===== src/rtl/q_timing_issuer.sv =====
// Timed event issuer: events are queued with a label timestamp and issued
// once the free-running timeline reaches that timestamp.
module q_timing_issuer #(
  parameter int DEPTH = 8,
  parameter int TW    = 24,
  parameter int PW    = 32
) (
  input  logic          clk,
  input  logic          reset,
  input  logic          start,
  input  logic          stop,
  input  logic          q_time_write,
  input  logic [19:0]   wait_val,
  input  logic [1:0]    q_reg_write,
  input  logic          q_slm,
  input  logic          q_rot,
  input  logic [PW-1:0] q_payload,
  output logic          stall,
  output logic          ev_valid,
  output logic [3:0]    ev_type,
  output logic [PW-1:0] ev_payload,
  output logic          busy,
  output logic          late_err,
  output logic          ovf_err
);

  localparam int AW = $clog2(DEPTH);
  localparam int EW = TW + 4 + PW;
  localparam logic [AW:0] CNT_FULL = DEPTH[AW:0];

  typedef enum logic [1:0] {
    IDLE  = 2'd0,
    RUN   = 2'd1,
    DRAIN = 2'd2
  } state_t;

  state_t        state;
  logic [TW-1:0] timeline;
  logic [TW-1:0] label_time;
  logic [EW-1:0] mem [DEPTH];
  logic [AW-1:0] wr_ptr;
  logic [AW-1:0] rd_ptr;
  logic [AW:0]   count;

  logic [EW-1:0] head;
  logic [TW-1:0] head_ts;
  logic          full;
  logic          push_req;
  logic          push;
  logic          pop;
  logic          to_idle;

  always_comb begin
    head     = mem[rd_ptr];
    head_ts  = head[EW-1 -: TW];
    full     = (count == CNT_FULL);
    pop      = (state != IDLE) && (count != '0) && (timeline >= head_ts);
    push_req = (q_reg_write != 2'b00);
    // a pop in the same cycle frees a slot, so a full FIFO can still accept
    push     = push_req && (!full || pop);
    to_idle  = (state == DRAIN) && (count == '0);
  end

  assign stall = full;
  assign busy  = (state != IDLE) || (count != '0);

  // Storage carries no reset; occupancy is tracked by count and the pointers.
  always_ff @(posedge clk) begin
    if (push)
      mem[wr_ptr] <= {label_time, q_reg_write, q_slm, q_rot, q_payload};
  end

  always_ff @(posedge clk or posedge reset) begin
    if (reset) begin
      state      <= IDLE;
      timeline   <= '0;
      label_time <= '0;
      wr_ptr     <= '0;
      rd_ptr     <= '0;
      count      <= '0;
      ev_valid   <= 1'b0;
      ev_type    <= '0;
      ev_payload <= '0;
      late_err   <= 1'b0;
      ovf_err    <= 1'b0;
    end else begin
      case (state)
        IDLE:    if (start) state <= RUN;
        RUN:     if (stop) state <= DRAIN;
        DRAIN:   if (to_idle) state <= IDLE;
        default: state <= IDLE;
      endcase

      if (to_idle)
        timeline <= '0;
      else if (state != IDLE)
        timeline <= timeline + 1'b1;

      if (to_idle)
        label_time <= '0;
      else if (q_time_write)
        label_time <= label_time + {{(TW-20){1'b0}}, wait_val};

      if (push)
        wr_ptr <= wr_ptr + 1'b1;
      if (pop)
        rd_ptr <= rd_ptr + 1'b1;

      case ({push, pop})
        2'b10:   count <= count + 1'b1;
        2'b01:   count <= count - 1'b1;
        default: count <= count;
      endcase

      ev_valid <= pop;
      if (pop) begin
        ev_type    <= head[PW+3:PW];
        ev_payload <= head[PW-1:0];
      end

      if (pop && (timeline > head_ts))
        late_err <= 1'b1;
      if (push_req && full && !pop)
        ovf_err <= 1'b1;
    end
  end

endmodule

===== config.mk =====
export PLATFORM = sky130hd
export DESIGN_NAME = q_timing_issuer
export DESIGN_NICKNAME = d
export VERILOG_FILES = /design/src/rtl/q_timing_issuer.sv
export SDC_FILE = /design/constraint.sdc
export NUM_CORES = 1
export LEC_CHECK = 0
export ABC_CLOCK_PERIOD_IN_PS = 18550
export CAP_MARGIN = 20
export CORE_MARGIN = 10
export CORE_UTILIZATION = 60
export DETAILED_ROUTE_END_ITERATION = 8
export PLACE_DENSITY = 0.79
export SYNTH_ARGS = -nofsm -noshare
export SYNTH_HDL_FRONTEND = slang
export SYNTH_SLANG_ARGS = --single-unit

===== constraint.sdc =====
create_clock -name clk -period 18.55 [get_ports clk]
set_clock_uncertainty 0.1 [all_clocks]
set_input_delay 4.6375 -clock clk [delete_from_list [all_inputs] [get_ports clk]]
set_output_delay 4.6375 -clock clk [all_outputs]
set_load 0.1 [all_outputs]

==> results of run 1 <==
==> cell usage after synthesis, drive strengths merged, types with 2 or more instances <==
| cell type | instances |
|---|---|
| a21oi | 23 |
| nor4b | 2 |
| or2 | 5 |
| nor2 | 62 |
| nor2b | 4 |
| o21a | 5 |
| nor4 | 3 |
| nand3 | 7 |
| o21bai | 2 |
| o22ai | 2 |
| and3 | 2 |
| o211ai | 4 |
| or3 | 7 |
| fa | 2 |
| nor3b | 2 |
| xor2 | 21 |
| nor3 | 6 |
| a211o | 2 |
| mux4 | 120 |
| nand4 | 15 |
| a21o | 21 |
| inv | 21 |
| o21ai | 59 |
| a211oi | 6 |
| buf | 23 |
| clkbuf | 31 |
| nand2b | 3 |
| and4 | 4 |
| edfxtp | 480 |
| xnor2 | 21 |
| mux2 | 4 |
| mux2i | 76 |
| nand2 | 68 |
| dfrtp | 99 |
| a31o | 4 |
| o31ai | 2 |
| ha | 49 |
==> cells in the final DEF (no fill, tap or decap), types with 3 or more instances in the layout <==
cell type,count
a211oi_1,6
a21o_1,21
a21oi_1,21
and4_1,4
buf_4,25
bufinv_16,11
clkbuf_1,12
clkbuf_16,56
clkdlybuf4s50_1,101
clkinv_1,7
clkinv_2,13
dfrtp_1,96
dfrtp_4,3
edfxtp_1,480
ha_1,49
inv_1,19
mux2_2,4
mux2i_1,76
mux4_2,120
nand2_1,68
nand2b_1,3
nand3_1,7
nand4_1,15
nor2_1,60
nor2b_1,4
nor3_1,3
nor3_2,3
o211ai_1,4
o21a_1,5
o21ai_0,56
o21ai_1,3
or2_1,3
or3_1,7
xnor2_1,21
xor2_1,21
==> tightest hold or removal path: cells and delay by family, from the launching register on <==
family / cells / cell delay (ps)
and+or+nand+nor: 1 / 50
DFF: 1 / 340
AOI/OAI and AO/OA: 1 / 60
==> path summary, 6_finish.rpt <==
check | from | endpoint | cells past startpoint | slack [ps]
setup reg to reg | rd_ptr[0] | mem[7][52] | 14 | 12000
setup / recovery | count[1] | stall | 2 | 10470
hold reg to reg | ev_payload[26] | ev_payload[26] | 2 | 380
hold / removal | ev_payload[26] | ev_payload[26] | 2 | 380
max in group asynchronous | reset | label_time[19] | 3 | 12690
min in group asynchronous | reset | timeline[16] | 2 | 4470
==> logic make-up (layout without fill, tap and decap cells) <==
logic type               Yosys count  after routing  share of synthesized area, %
adder cells (fa/ha/maj)           51             51                          2.78
other                              0              1                             0
AO/OA/AOI/OAI                    137            137                          3.87
AND/OR/NAND/NOR                  193            193                          3.77
XOR/XNOR                          42             42                          1.56
multiplexers                     200            200                          14.9
flip-flops                       579            579                          71.8
buffers and inverters             75            253                          1.31
==> metal layers <==
layer  GRT usage (%)  routed length [µm]  vias up
met1            26.9               19400     6300
met2            35.0               25000      415
met5               0                  27        -
met3            4.24                3140       90
li1                -                   -     5326
met4            6.73                1140        4
==> flip-flops by register name (all words and copies together) (netlist names) <==
| name | flops |
|---|---|
| mem | 480 |
| ovf_err | 1 |
| label_time | 24 |
| wr_ptr | 3 |
| ev_valid | 1 |
| rd_ptr | 3 |
| late_err | 1 |
| count | 4 |
| ev_type | 4 |
| timeline | 24 |
| state | 2 |
| ev_payload | 32 |
==> power by group through the flow <==
| stage | registers (mW) | logic [mW] | clock network, mW |
|---|---|---|---|
| after floorplan | 1.92 | 0.447 | 0 |
| after global placement | 1.92 | 0.621 | 0 |
| after detailed placement | 1.95 | 0.640 | 0 |
| after CTS | 1.93 | 0.648 | 1.22 |
| after global routing | 1.96 | 0.706 | 1.27 |
| final | 1.93 | 0.644 | 1.21 |
==> per-stage QoR <==
stage,util [%],std cells
finish,70.2,1974
global route,70.2,1974
CTS,70.2,1973
detailed placement,65.1,1867
global placement,65.1,1867
floorplan,-,1277
==> final cells by class <==
class,count,area (µm²),area share [%]
Sequential cell,579,16900,62.2
Tap cell,518,648,2.38
Clock inverter,36,504,1.85
Multi-Input combinational cell,623,6380,23.5
Antenna cell,1,2.50,0.00920
Timing Repair Buffer,126,1200,4.41
Inverter,21,83.8,0.308
Clock buffer,70,1470,5.42
==> impl_metrics.env, run 1 <==
export IMPL_status="finished clean"
export IMPL_globalRouteOverflowTotal=0
export IMPL_root_buffer="clkbuf_16"
export IMPL_power_mw=3.78
export IMPL_clock_fmax_mhz=124
export IMPL_avgSynthCellArea_um2=18.4
export IMPL_cts_hold_buffers_added=0
export IMPL_die_h_um=218
export IMPL_p_int_mw=2.75
export IMPL_setup_tns_ps=0
export IMPL_maxCapViolCount=0
export IMPL_worst_pin_slew_ps=1060
export IMPL_drt_iter0_drc=1192
export IMPL_design_area_um2=27200
export IMPL_dpl_cell_area_um2=25200
export IMPL_core_rowCount=72
export IMPL_critPathKind="flop to primary output"
export IMPL_syn_num_nets=1389
export IMPL_cts_setup_buffers=0
export IMPL_drv_slew=0
export IMPL_tritoncts="built"
export IMPL_critPathMaxStageDelay_ps=1360
export IMPL_cp_end_kind="primary output"
export IMPL_syn_to_final_growth_pct=15.6
export IMPL_p_per_area_nw_per_um2=139
export IMPL_wl_per_cell_um=24.7
export IMPL_hold_class="flop to flop"
export IMPL_cts_buffers=56
export IMPL_place_detailed_hpwl_um=27000
export IMPL_clkTransAtPathRegs_ps=60
export IMPL_htreeDepth=2
export IMPL_drtAntennaViolNets=0
export IMPL_synth_edff_count=480
export IMPL_fillers=2396
export IMPL_track_usage_pct=20.8
export IMPL_drtPass1Iterations=5
export IMPL_drive_above_1_share_pct=18.0
export IMPL_path_cells="nor4b_1 -> clkdlybuf4s50_1"
export IMPL_power_frac_seq_pct=51.1
export IMPL_grt_max_degree=78
export IMPL_crit_buf_inv=1
export IMPL_power_frac_comb_pct=17.0
export IMPL_async_reset_ff_share_pct=17.1
export IMPL_leakage_nw=9.34
export IMPL_vias=12100
export IMPL_hold_slack_ps=381
export IMPL_port_buffer_count=101
export IMPL_antenna_found_initial=3
export IMPL_cpMaxStageDelayCell="clkdlybuf4s50_1"
export IMPL_peakVddDrop_mv=0.0897
export IMPL_synth_top_cell_area_share_pct=61.3
export IMPL_routed_wl_um=48700
export IMPL_period_share_pct=43.6
export IMPL_relSlewSlack_pct=28.3
export IMPL_synth_flop_cell="edfxtp_1"
export IMPL_cp_data_arrival_time_ps=3340
export IMPL_synthCells=1277
export IMPL_critPathMaxFanout=6
export IMPL_power_frac_clock_pct=31.9
export IMPL_coreArea_um2=38700
export IMPL_grt_pass1_wl_um=75800
export IMPL_fin_ws_ps=10470
export IMPL_rsz0062_at_grt="false"
export IMPL_die_w_um=218
export IMPL_grt_pass1_vias=12800
export IMPL_swShare_pct=27.3
export IMPL_ys_seq_elements=579
export IMPL_dieArea_um2=47500
export IMPL_floorplan_initialDensity_pct=60.7
export IMPL_ys_warn_count=0
export IMPL_p_switching_mw=1.03
export IMPL_clock_sinks=579
export IMPL_hold_violations=0
export IMPL_cp_top_family="buffers and inverters"
export IMPL_worst_endpoint_required_ps=13810
export IMPL_synth_largest_area_cell="edfxtp_1"
export IMPL_cts_buffer_depth=3
export IMPL_place_ws_ps=10680
export IMPL_viasPerCell=6.15
export IMPL_synth_seq_area_share_pct=71.8
export IMPL_gp_routability_congestion=0.764
export IMPL_netlist_area_um2=23500
export IMPL_setup_viol=0
export IMPL_min_period_ps=8080
export IMPL_synth_top_cells_by_area="edfxtp_1 (61%), mux4_2 (11%), dfrtp_1 (11%), mux2i_1 (3.2%), ha_1 (2.6%)"
export IMPL_ys_types=57
export IMPL_finalNetCount=1519
export IMPL_clock_latency_ps=620
export IMPL_cp_start_kind="flop"
export IMPL_cts_resized=0
export IMPL_num_io_pins=102
export IMPL_drc_errors=0
Power figures use the tool's default switching activity.
==> run 2, diff against run 1 <==
==> config.mk (replaced) <==
export PLATFORM = sky130hd
export DESIGN_NAME = q_timing_issuer
export DESIGN_NICKNAME = d
export VERILOG_FILES = /design/src/rtl/q_timing_issuer.sv
export SDC_FILE = /design/constraint.sdc
export NUM_CORES = 1
export LEC_CHECK = 0
export ABC_CLOCK_PERIOD_IN_PS = 7300
export CAP_MARGIN = 20
export CORE_MARGIN = 10
export CORE_UTILIZATION = 55
export DETAILED_ROUTE_END_ITERATION = 8
export PLACE_DENSITY = 0.76
export SYNTH_ARGS = -nofsm -noshare
export SYNTH_HDL_FRONTEND = slang
export SYNTH_SLANG_ARGS = --single-unit
==> constraint.sdc (replaced) <==
create_clock -name clk -period 7.3 [get_ports clk]
set_clock_uncertainty 0.1 [all_clocks]
set_input_delay 1.825 -clock clk [delete_from_list [all_inputs] [get_ports clk]]
set_output_delay 1.825 -clock clk [all_outputs]
set_load 0.1 [all_outputs]
==> impl_metrics.env, run 2 (synthesis results as in run 1) <==
export IMPL_relSlewSlack_pct=29.2
export IMPL_num_io_pins=102
export IMPL_p_per_area_nw_per_um2=345
export IMPL_globalRouteOverflowTotal=0
export IMPL_cts_buffer_depth=3
export IMPL_track_usage_pct=18.5
export IMPL_setup_viol=0
export IMPL_drtPass1Iterations=5
export IMPL_place_ws_ps=1360
export IMPL_hold_class="flop to flop"
export IMPL_maxCapViolCount=0
export IMPL_finalNetCount=1516
export IMPL_die_w_um=227
export IMPL_cts_buffers=55
export IMPL_floorplan_initialDensity_pct=55.8
export IMPL_syn_to_final_growth_pct=15.1
export IMPL_top_register="mem"
export IMPL_worst_pin_slew_ps=1060
export IMPL_diodes=0
export IMPL_crit_buf_inv=3
export IMPL_routed_wl_um=46500
export IMPL_peakVddDrop_mv=0.220
export IMPL_design_area_um2=27100
export IMPL_cp_start_kind="flop"
export IMPL_path_cells="buf_12 -> mux4_2 -> mux2i_1 -> ha_1 -> nand4_1 -> or2_1 -> nor2_1 -> nand2_1 -> a31o_2 -> a31o_4 -> inv_4 -> o22ai_1 -> nor4b_4 -> buf_4"
export IMPL_cp_data_arrival_time_ps=5960
export IMPL_clock_fmax_mhz=172
export IMPL_worst_endpoint_required_ps=7430
export IMPL_cts_resized=0
export IMPL_critPathMaxStageDelay_ps=890
export IMPL_cts_setup_buffers=0
export IMPL_largest_register_ffs=480
export IMPL_wl_per_cell_um=23.4
export IMPL_largestRegisters="mem (480), ev_payload (32)"
export IMPL_utilization_pct=64.2
export IMPL_final_common_cell="edfxtp_1"
export IMPL_coreArea_um2=42100
export IMPL_final_cell_mix="edfxtp_1 (480), mux4_2 (120), clkdlybuf4s50_1 (101)"
export IMPL_htreeDepth=2
export IMPL_cts_hold_buffers_added=0
export IMPL_dieArea_um2=51400
export IMPL_critPathKind="flop to flop"
export IMPL_cp_top_family="simple AND/OR/NAND/NOR gates"
export IMPL_tritoncts="built"
export IMPL_cp_end_kind="flop"
export IMPL_cpMaxStageDelayCell="nor4b_4"
export IMPL_vias=12000
export IMPL_drc_errors=0
export IMPL_antenna_found_initial=0
export IMPL_grt_max_degree=78
export IMPL_grt_pass1_vias=12300
export IMPL_drtAntennaViolNets=0
export IMPL_min_period_ps=5830
export IMPL_drv_slew=0
export IMPL_die_h_um=227
export IMPL_drt_iter0_drc=1052
export IMPL_grt_pass1_wl_um=72700
export IMPL_status="finished clean"
export IMPL_core_rowCount=75
export IMPL_rsz0062_at_grt="false"
export IMPL_fin_ws_ps=1470
export IMPL_gp_routability_congestion=0.775
export IMPL_viasPerCell=6.03
export IMPL_hold_violations=0
export IMPL_root_buffer="clkbuf_16"
export IMPL_clkTransAtPathRegs_ps=60
export IMPL_setup_tns_ps=0
export IMPL_port_buffer_count=101
export IMPL_period_share_pct=79.8
export IMPL_leakage_nw=9.25
export IMPL_place_detailed_hpwl_um=26600
export IMPL_power_mw=9.33
export IMPL_drive_above_1_share_pct=17.7
export IMPL_clock_latency_ps=590
export IMPL_clock_sinks=579
export IMPL_dpl_cell_area_um2=25300
export IMPL_critPathMaxFanout=77
-- run 2: cell count changes in the layout (fill, tap and decap cells not counted), sizes merged --
| cell | change |
|---|---|
| diode | -1 |
| bufinv | -7 |
| clkinvlp | +1 |
| buf | -2 |
| clkinv | -10 |
| clkbuf | +11 |
| inv | +1 |
-- run 2: stage by stage --
stage                     std cells  hold slack (ps)
after floorplan                1277              353
after global placement         1885              360
after detailed placement       1886              369
after CTS                      1988              383
after global routing           1988              397
final                          1988              376
-- run 2: worst paths after layout --
kind	slack (ps)	to	startpoint	cells past startpoint
max	1470	mem[4][43]	rd_ptr[0]	14
min	380	ev_type[1]	ev_type[1]	2
max reg2reg	1470	mem[4][43]	rd_ptr[0]	14
min reg2reg	380	ev_type[1]	ev_type[1]	2
max in group asynchronous	4200	rd_ptr[0]	reset	3
min in group asynchronous	1650	timeline[21]	reset	2
-- run 2: layer usage --
layer | global-route usage [%] | up-vias | wire, µm
li1 | - | 5339 | -
met1 | 25.6 | 6224 | 20100
met2 | 30.0 | 345 | 23000
met3 | 3.24 | 72 | 2530
met4 | 4.72 | 0 | 846
met5 | 0 | - | 0
-- run 2: worst min-delay path: stages (launching register included) --
cell and delay, ps:
dfrtp_1 340, nand2_1 40, o21ai_0 60
-- run 2: area by class of cell --
class / count / area (µm²)
repair buffers: 124 / 1220
flip-flops and latches: 579 / 16900
inverters: 21 / 83.8
clock inverters: 21 / 223
fillers: 2780 / 15100
multi-input cells: 623 / 6390
well taps: 539 / 674
clock buffers: 81 / 1570
-- run 2: where the power goes --
group / switching, mW / leakage [nW] / internal [mW]
Combinational: 0.995 / 2.69 / 0.637
Sequential: 0.370 / 5.68 / 4.52
Clock: 1.17 / 0.881 / 1.64
